<file path="src/rtl/uart_cmd_wrapper_pkg.sv">
// Shared types and defaults for the UART command wrapper.
package uart_wrap_pkg;

  typedef enum logic {
    WAIT_HIGH = 1'b0,
    WAIT_LOW  = 1'b1
  } rx_state_e;

  localparam int DEFAULT_TIMEOUT_CYCLES = 1000000;

endpackage

</file>
<file path="src/rtl/uart_cmd_wrapper_if.sv">
// Link bundle between the UART rx/tx side, the command processor and the wrapper.
// master: the surrounding environment; slave: the wrapper itself.
interface uart_cmd_if;
  logic [7:0]  rx_data;
  logic        rx_rdy;
  logic        clr_rx_rdy;
  logic [15:0] cmd;
  logic        cmd_rdy;
  logic        clr_cmd_rdy;
  logic        cmd_err;
  logic [7:0]  resp;
  logic        send_resp;
  logic        trmt;
  logic [7:0]  tx_data;
  logic        tx_done;
  logic        resp_sent;
  logic        resp_busy;

  modport master (
    output rx_data, rx_rdy, clr_cmd_rdy, resp, send_resp, tx_done,
    input  clr_rx_rdy, cmd, cmd_rdy, cmd_err, trmt, tx_data, resp_sent, resp_busy
  );

  modport slave (
    input  rx_data, rx_rdy, clr_cmd_rdy, resp, send_resp, tx_done,
    output clr_rx_rdy, cmd, cmd_rdy, cmd_err, trmt, tx_data, resp_sent, resp_busy
  );
endinterface

</file>
<file path="src/rtl/uart_resp_sched.sv">
// Response scheduler: one byte in flight on the transmitter plus a one-deep pending slot.
module uart_resp_sched (
  input  logic       clk,
  input  logic       rst_n,
  input  logic [7:0] i_resp,
  input  logic       i_sendResp,
  input  logic       i_txDone,
  output logic       o_trmt,
  output logic [7:0] o_txData,
  output logic       o_respSent,
  output logic       o_respBusy
);

  logic       r_txBusy;
  logic       r_pendFull;
  logic [7:0] r_pend;
  logic       r_trmt;
  logic [7:0] r_txData;
  logic       r_respSent;
  logic       w_doneEvt;

  // A tx_done with nothing in flight is stray and must not produce resp_sent.
  assign w_doneEvt = i_txDone & r_txBusy;

  always_ff @(posedge clk or negedge rst_n) begin
    if (!rst_n) begin
      r_txBusy   <= 1'b0;
      r_pendFull <= 1'b0;
      r_pend     <= 8'h00;
      r_trmt     <= 1'b0;
      r_txData   <= 8'h00;
      r_respSent <= 1'b0;
    end else begin
      r_trmt     <= 1'b0;
      r_respSent <= w_doneEvt;
      if (w_doneEvt) begin
        if (r_pendFull) begin
          r_trmt     <= 1'b1;
          r_txData   <= r_pend;
          r_pendFull <= 1'b0;
        end else if (i_sendResp) begin
          r_trmt   <= 1'b1;
          r_txData <= i_resp;
        end else begin
          r_txBusy <= 1'b0;
        end
      end else if (i_sendResp) begin
        if (!r_txBusy) begin
          r_trmt   <= 1'b1;
          r_txData <= i_resp;
          r_txBusy <= 1'b1;
        end else if (!r_pendFull) begin
          r_pend     <= i_resp;
          r_pendFull <= 1'b1;
        end
      end
    end
  end

  assign o_trmt     = r_trmt;
  assign o_txData   = r_txData;
  assign o_respSent = r_respSent;
  assign o_respBusy = r_txBusy & r_pendFull;

endmodule

</file>
<file path="src/rtl/uart_cmd_wrapper.sv">
// Assembles two rx bytes (high first) into a 16-bit command and schedules tx responses.
// Optional inter-byte timeout enabled by defining UART_CMD_TIMEOUT_EN.
module uart_cmd_wrapper
  import uart_wrap_pkg::*;
#(
  parameter int TIMEOUT_CYCLES = DEFAULT_TIMEOUT_CYCLES
) (
  input logic       clk,
  input logic       rst_n,
  uart_cmd_if.slave bus
);

  rx_state_e   r_state;
  rx_state_e   w_nextState;
  logic [7:0]  r_high;
  logic [15:0] r_cmd;
  logic        r_cmdRdy;
  logic        w_clrRxRdy;
  logic        w_captureHigh;
  logic        w_complete;
  logic        w_timeout;
  logic        w_timeoutHit;

`ifdef UART_CMD_TIMEOUT_EN
  localparam int CNT_W = (TIMEOUT_CYCLES > 1) ? $clog2(TIMEOUT_CYCLES) : 1;
  logic [CNT_W-1:0] r_cnt;
  logic             r_cmdErr;

  assign w_timeout = (r_cnt == CNT_W'(TIMEOUT_CYCLES - 1));

  always_ff @(posedge clk or negedge rst_n) begin
    if (!rst_n) begin
      r_cnt    <= '0;
      r_cmdErr <= 1'b0;
    end else begin
      r_cmdErr <= w_timeoutHit;
      if (w_captureHigh)
        r_cnt <= '0;
      else if (r_state == WAIT_LOW)
        r_cnt <= r_cnt + 1'b1;
    end
  end

  assign bus.cmd_err = r_cmdErr;
`else
  logic w_unusedTimeoutCfg;
  assign w_unusedTimeoutCfg = (TIMEOUT_CYCLES != 0);
  assign w_timeout          = 1'b0;
  assign bus.cmd_err        = 1'b0;
`endif

  always_ff @(posedge clk or negedge rst_n) begin
    if (!rst_n)
      r_state <= WAIT_HIGH;
    else
      r_state <= w_nextState;
  end

  // A byte arriving on the timeout cycle takes priority over the timeout.
  always_comb begin
    w_nextState   = r_state;
    w_clrRxRdy    = 1'b0;
    w_captureHigh = 1'b0;
    w_complete    = 1'b0;
    w_timeoutHit  = 1'b0;
    case (r_state)
      WAIT_HIGH: begin
        if (bus.rx_rdy) begin
          w_clrRxRdy    = 1'b1;
          w_captureHigh = 1'b1;
          w_nextState   = WAIT_LOW;
        end
      end
      WAIT_LOW: begin
        if (bus.rx_rdy) begin
          w_clrRxRdy  = 1'b1;
          w_complete  = 1'b1;
          w_nextState = WAIT_HIGH;
        end else if (w_timeout) begin
          w_timeoutHit = 1'b1;
          w_nextState  = WAIT_HIGH;
        end
      end
      default: w_nextState = WAIT_HIGH;
    endcase
  end

  // Completion beats a coincident clr_cmd_rdy so a fresh command is never lost.
  always_ff @(posedge clk or negedge rst_n) begin
    if (!rst_n) begin
      r_high   <= 8'h00;
      r_cmd    <= 16'h0000;
      r_cmdRdy <= 1'b0;
    end else begin
      if (w_captureHigh)
        r_high <= bus.rx_data;
      else if (w_timeoutHit)
        r_high <= 8'h00;
      if (w_complete) begin
        r_cmd    <= {r_high, bus.rx_data};
        r_cmdRdy <= 1'b1;
      end else if (w_captureHigh || bus.clr_cmd_rdy) begin
        r_cmdRdy <= 1'b0;
      end
    end
  end

  assign bus.clr_rx_rdy = w_clrRxRdy;
  assign bus.cmd        = r_cmd;
  assign bus.cmd_rdy    = r_cmdRdy;

  uart_resp_sched u_sched (
    .clk        (clk),
    .rst_n      (rst_n),
    .i_resp     (bus.resp),
    .i_sendResp (bus.send_resp),
    .i_txDone   (bus.tx_done),
    .o_trmt     (bus.trmt),
    .o_txData   (bus.tx_data),
    .o_respSent (bus.resp_sent),
    .o_respBusy (bus.resp_busy)
  );

endmodule

</file>
<file path="src/flat_wrapper.sv">
// flat-port wrapper written by rule: the top's interface ports become plain ports
module uart_cmd_wrapper_flat import uart_wrap_pkg::*;
#(
  parameter int TIMEOUT_CYCLES = DEFAULT_TIMEOUT_CYCLES
)
  (clk, rst_n, bus_rx_data, bus_rx_rdy, bus_clr_cmd_rdy, bus_resp, bus_send_resp, bus_tx_done, bus_clr_rx_rdy, bus_cmd, bus_cmd_rdy, bus_cmd_err, bus_trmt, bus_tx_data, bus_resp_sent, bus_resp_busy);
  uart_cmd_if bus_i ();
  input logic clk;
  input logic rst_n;
  input wire logic [$bits(bus_i.rx_data)-1:0] bus_rx_data;
  input wire logic [$bits(bus_i.rx_rdy)-1:0] bus_rx_rdy;
  input wire logic [$bits(bus_i.clr_cmd_rdy)-1:0] bus_clr_cmd_rdy;
  input wire logic [$bits(bus_i.resp)-1:0] bus_resp;
  input wire logic [$bits(bus_i.send_resp)-1:0] bus_send_resp;
  input wire logic [$bits(bus_i.tx_done)-1:0] bus_tx_done;
  output wire logic [$bits(bus_i.clr_rx_rdy)-1:0] bus_clr_rx_rdy;
  output wire logic [$bits(bus_i.cmd)-1:0] bus_cmd;
  output wire logic [$bits(bus_i.cmd_rdy)-1:0] bus_cmd_rdy;
  output wire logic [$bits(bus_i.cmd_err)-1:0] bus_cmd_err;
  output wire logic [$bits(bus_i.trmt)-1:0] bus_trmt;
  output wire logic [$bits(bus_i.tx_data)-1:0] bus_tx_data;
  output wire logic [$bits(bus_i.resp_sent)-1:0] bus_resp_sent;
  output wire logic [$bits(bus_i.resp_busy)-1:0] bus_resp_busy;
  assign bus_i.rx_data = bus_rx_data;
  assign bus_i.rx_rdy = bus_rx_rdy;
  assign bus_i.clr_cmd_rdy = bus_clr_cmd_rdy;
  assign bus_i.resp = bus_resp;
  assign bus_i.send_resp = bus_send_resp;
  assign bus_i.tx_done = bus_tx_done;
  assign bus_clr_rx_rdy = bus_i.clr_rx_rdy;
  assign bus_cmd = bus_i.cmd;
  assign bus_cmd_rdy = bus_i.cmd_rdy;
  assign bus_cmd_err = bus_i.cmd_err;
  assign bus_trmt = bus_i.trmt;
  assign bus_tx_data = bus_i.tx_data;
  assign bus_resp_sent = bus_i.resp_sent;
  assign bus_resp_busy = bus_i.resp_busy;
  uart_cmd_wrapper #(.TIMEOUT_CYCLES(TIMEOUT_CYCLES)) u_core (.clk(clk), .rst_n(rst_n), .bus(bus_i));
endmodule
</file>
<file path="config.mk">
export PLATFORM = sky130hd
export DESIGN_NAME = uart_cmd_wrapper_flat
export DESIGN_NICKNAME = d
export VERILOG_FILES = /design/src/rtl/uart_cmd_wrapper_pkg.sv /design/src/rtl/uart_cmd_wrapper_if.sv /design/src/rtl/uart_resp_sched.sv /design/src/rtl/uart_cmd_wrapper.sv /design/src/flat_wrapper.sv
export SDC_FILE = /design/constraint.sdc
export NUM_CORES = 1
export LEC_CHECK = 0
export ABC_AREA = 1
export ABC_CLOCK_PERIOD_IN_PS = 1200
export CAP_MARGIN = 5
export CELL_PAD_IN_SITES_DETAIL_PLACEMENT = 0
export CELL_PAD_IN_SITES_GLOBAL_PLACEMENT = 1
export CORE_UTILIZATION = 32
export DETAILED_ROUTE_END_ITERATION = 10
export GPL_TIMING_DRIVEN = 0
export PLACE_DENSITY_LB_ADDON = 0.1
export SYNTH_ARGS = -nofsm -noshare
export SYNTH_HDL_FRONTEND = slang
export SYNTH_SLANG_ARGS = --single-unit
export TNS_END_PERCENT = 10
</file>
<file path="constraint.sdc">
create_clock -name clk -period 1.2 [get_ports clk]
set_input_delay 0.24 -clock clk [delete_from_list [all_inputs] [get_ports clk]]
set_output_delay 0.24 -clock clk [all_outputs]
set_load 0.01 [all_outputs]
</file>
* Word-level counts from Yosys, hierarchy flattened
Index checks and enable logic that the tools add are counted.
** Storage, ports and cells
- Register bits after elaboration :: 46
- Bits of input ports :: 22
- Logic and storage cells :: 52
** Operators by class
- Eq/ne operators :: 3
- Multiplexer cells :: 25
- Bitwise logic cells :: 5
- Reduce and logical (&&, ||, !) cells :: 9
** Operator list (count)
- 8-bit 2-to-1 mux :: 6
- 1-bit 2-to-1 mux :: 18
- 2-bit nonzero test :: 4
- 3-bit AND reduction :: 2
- 2-bit != test, second input constant :: 2
- 4-bit AND reduction :: 1
- 1-bit inverter :: 3
- 1-bit bitwise AND :: 2
- 2-bit by 1-bit != test with 1-bit output, second input constant :: 1
- 1-bit case mux with 2 select lines :: 1
- 2-bit AND reduction :: 1
- 1-bit logical OR :: 1

* Longest topological paths before layout
- Word-level depth :: 5
- Depth in mapped cells :: 6
- Mapped depth without buffers :: 6

* By module
Synthesis repeated with hierarchy kept, for this count alone.
** Second synthesis, totals
- Cell total of the unflattened synthesis :: 218
- Area, all modules :: 2057.0 sq um
** By module, submodules not included
- uart_cmd_wrapper :: times used 1, cells each 106, area each 1107.3 sq um
- uart_resp_sched :: times used 1, cells each 112, area each 949.7 sq um

* Worst setup path after synthesis
OpenSTA, ideal clock, no wires.
- Path type :: register to register
- From :: register u_core.r_state
- To :: register u_core.r_cmd[12], in the netlist u_core.bus.cmd[12]
- Setup time :: 0.128 ns
- Arrival :: 1.003 ns
- Required time :: 1.072 ns
- Path slack :: 0.070 ns
- Cell stages (with the launch flop) :: 6
- Path buffers :: 2
- Period minus slack after synthesis :: 1.130 ns
- Cell sequence :: dfrtp_1 -> ha_1 -> buf_4 -> inv_2 -> buf_2 -> o21ai_0
** Between the ends
- Longest elaborated chain between the ends :: 1
** Ends and longest elaborated chain
- start, declared :: RTL line uart_cmd_wrapper.sv:13 : rx_state_e r_state;
- start signal, assigned :: RTL line uart_cmd_wrapper.sv:56 : r_state <= w_nextState;
- 1-bit 2-to-1 mux :: RTL line uart_cmd_wrapper.sv:66 : case (r_state)
- net u_core.w_complete :: RTL line uart_cmd_wrapper.sv:20 : logic w_complete;
- end signal, assigned :: RTL line uart_cmd_wrapper.sv:100 : r_cmd <= {r_high, bus.rx_data};
- end, declared :: RTL line uart_cmd_wrapper.sv:16 : logic [15:0] r_cmd;
The timed path passes the listed nets, and every way through them passes these cells.
A chain may end at the register's enable or synchronous reset.

* Worst setup path after layout
- From :: register u_core.u_sched.r_txBusy
- To :: output port bus_resp_busy
** Between the ends
- Longest elaborated chain between the ends :: 1
** Ends and longest elaborated chain
- start, declared :: RTL line uart_resp_sched.sv:14 : logic r_txBusy;
- start signal, assigned :: RTL line uart_resp_sched.sv:27 : r_txBusy <= 1'b0;
- start signal, assigned :: RTL line uart_resp_sched.sv:45 : r_txBusy <= 1'b0;
- start signal, assigned :: RTL line uart_resp_sched.sv:51 : r_txBusy <= 1'b1;
- 1-bit bitwise AND :: RTL line uart_resp_sched.sv:63 : assign o_respBusy = r_txBusy & r_pendFull;
- end, declared :: RTL line flat_wrapper.sv:23 : output wire logic [$bits(bus_i.resp_busy)-1:0] bus_resp_busy;
Every way passes these cells.

==> metrics.cfg <==
[floorplanning]
die-width_um=80.1
dieHeight_um=80.1
start_util_pct=33.1
core.rowCount=28
die_area_um2=6410
boundaryPins=52
coreArea_um2=5890

[setup_path]
cp_slowest_stage_delay_ns=0.42
critPathLaunchType=flop
worst-setup-path-type=reg2out
crit_fanout=4
slowest_stage=dfrtp_1
path_cells=nand2_4 -> inv_2 -> buf_6
r2r_slack_ns=0.03
required_ns=0.96
cp_num_buf_inv=2
cp-end-kind=output port
cpLargestDelayFamily=flip-flops
worst_ep_arrival_time_ns=0.99

[placed_design]
gp_congestion=0.713
port_buffers=50
dpl.hpwl_um=2860
place_area_um2=2560

[yosys]
avgSynthCellArea_um2=8.99
syn_area_um2=1950
synth_cells=217
yosysUniqueCellTypes=19
synth-seq-area-share_pct=59.0
synth_top_area_cell=dfrtp_1
netlist.area_leader.share_pct=59.0
yosys_warnings=0
yosys_register_bits=46
syn-num-nets=241
ys_top_cells_by_area=dfrtp_1 59%, nand2_1 16%, inv_1 6.0%, o21ai_0 4.4%, o21ai_2 3.6%

[pwr]
leakage_uw=0.00143
vdd_drop_max_mv=0.820
p_per_area_nw_per_um2=1930

[global_routing]
grt_max_degree=31
grt_first_pass_wirelength_um=6820
first_global_vias=1409
antenna_found_initial=0
track_usage_pct=14.3
overflow=0

[routing]
drt-total-wl_um=4150
routed-via-count=1528
wl_per_cell_um=11.6
drc=0
routed_via_density=4.28
final_antenna_net_count=0
drt-initial-drc-count=29
firstDrtPassIters=4

[clock_network]
cts-root-buf=clkbuf_8
cts_tree=yes
h-tree-depth=2
max-clock-path-buffers=2
cts_buffers=5
clk_latency_ns=0.29
clk_pin_slew_ns=0.09
clock_sinks=46

[timing]
rsz0062_at_grt=true
fin_crit_sh_pct=102
finalSetupViolCount=1
fin_ws_ns=-0.0273
fmax_mhz=815
slew_violations=0
finalCriticalPeriod_ns=1.23
finClkSkew_ns=0.00727
final_hold_viol_count=0
setup_tns_ns=-0.0273

[layout]
layout-drive-gt1-share_pct=20.2
diodes=0
syn2layout_area_growth_pct=40.5
fin_area_um2=2740
layout.nets=305

[status]
status=finished, violations left
violations=setup timing

[worst_hold_path]
min_path_type=in2reg

[job]
cap_violations=0

==> what timing repair did <==
item | in CTS | in global routing
setup endpoints to repair | 56 | 45
gates resized for setup | 73 | 21
pin swaps | 2 | 1
hold buffers | 1 | 0
endpoints found under the hold margin | 16 | 0
buffers inserted | 2 | 3
==> synthesized netlist by cell type <==
cell      count
o21ai_0      17
clkinv_4      1
ha_1          2
conb_1        1
o21ai_1       1
nand3_2       1
buf_6         1
inv_2         2
buf_2         3
buf_4         3
nand2_4       3
nor2_1        2
inv_1        31
nor2_4        1
nand3_1       9
nand2_1      84
dfrtp_1      46
nand2_2       1
o21ai_2       8
==> layer usage <==
metal / GRT usage [%] / wire length, um / vias up
met5: 0 / 0 / -
met4: 4.82 / 37 / 0
met3: 3.41 / 158 / 4
met2: 21.5 / 1840 / 32
met1: 20.0 / 2120 / 714
li1: - / - / 778
==> per-stage QoR <==
stage	util, %	worst slack (ns)	total power [uW]	hold WS (ns)	instances
final	46.6	-0.0273	5290	0.314	357
after global placement	43.2	-1.54	4250	0.457	342
after detailed placement	43.5	-0.526	4280	0.203	343
after floorplan	-	0.0697	3280	-0.0556	217
after CTS	46.3	-0.0377	5350	0.362	354
after global routing	46.6	-0.0655	5680	0.326	357
==> power by group <==
group	switching (uW)	internal, uW
Combinational	957	837
Clock	534	614
Sequential	249	2100
Total	1740	3550
==> final cells by class <==
cell class / instances / area, um2
timing repair buffer: 57 / 529
tap: 75 / 93.8
buffer: 7 / 75.1
sequential: 46 / 1150
clock inverter: 3 / 40.0
multi-input combinational: 130 / 641
inverter: 34 / 143
fill: 590 / 3140
clock buffer: 5 / 68.8
==> final timing paths <==
path	from	to	depth (start not counted)
hold / removal	bus_tx_done	u_core.u_sched.o_respSent	3
setup reg to reg	u_core.u_sched.r_pendFull	u_core.u_sched.r_pend[5]	6
hold reg to reg	u_core.bus.cmd[1]	u_core.bus.cmd[1]	2
min in group asynchronous	rst_n	u_core.u_sched.o_respSent	2
max in group asynchronous	rst_n	u_core.bus.cmd_rdy	3
setup / recovery	u_core.u_sched.r_txBusy	bus_resp_busy	3
==> tightest hold or removal path: cells and delay by family <==
kind | cells | cell delay, ns
buf+inv | 2 | 0.23
simple gates | 1 | 0.11
==> placed cells by master, fill, tap and decap left out <==
cell type / n
dlygate4sd3_1: 1
o21ai_2: 8
buf_2: 1
clkbuf_8: 5
nor2_4: 2
dlymetal6s2s_1: 1
ha_2: 1
nand3_1: 8
clkinv_2: 2
nand2_4: 4
inv_1: 29
conb_1: 1
nand2_2: 1
o21ai_1: 1
clkbuf_2: 10
nand2_1: 83
ha_1: 1
dfrtp_1: 46
buf_8: 2
buf_6: 3
bufinv_16: 1
buf_12: 2
o21ai_0: 17
clkdlybuf4s15_2: 1
inv_2: 3
clkdlybuf4s15_1: 17
inv_8: 2
buf_4: 7
clkdlybuf4s50_1: 18
dlygate4sd2_1: 1
nand3_2: 2
nor2_1: 1
==> flip-flops by register name, indices dropped and copies added (netlist names) <==
register,flops
u_core.u_sched.r_txBusy,1
u_core.u_sched.o_respSent,1
u_core.u_sched.r_pendFull,1
u_core.bus.cmd_rdy,1
u_core.r_state,1
u_core.bus.cmd,16
u_core.r_high,8
u_core.u_sched.o_txData,8
u_core.u_sched.o_trmt,1
u_core.u_sched.r_pend,8
==> kinds of logic after synthesis <==
family / count (synthesis) / synth area share, %
flops: 46 / 59.0
fa+ha+maj: 2 / 1.28
other cells: 1 / 0.192
buf+inv: 41 / 9.30
simple gates: 101 / 22.0
compound gates: 26 / 8.21
Power figures use the tool's default switching activity.
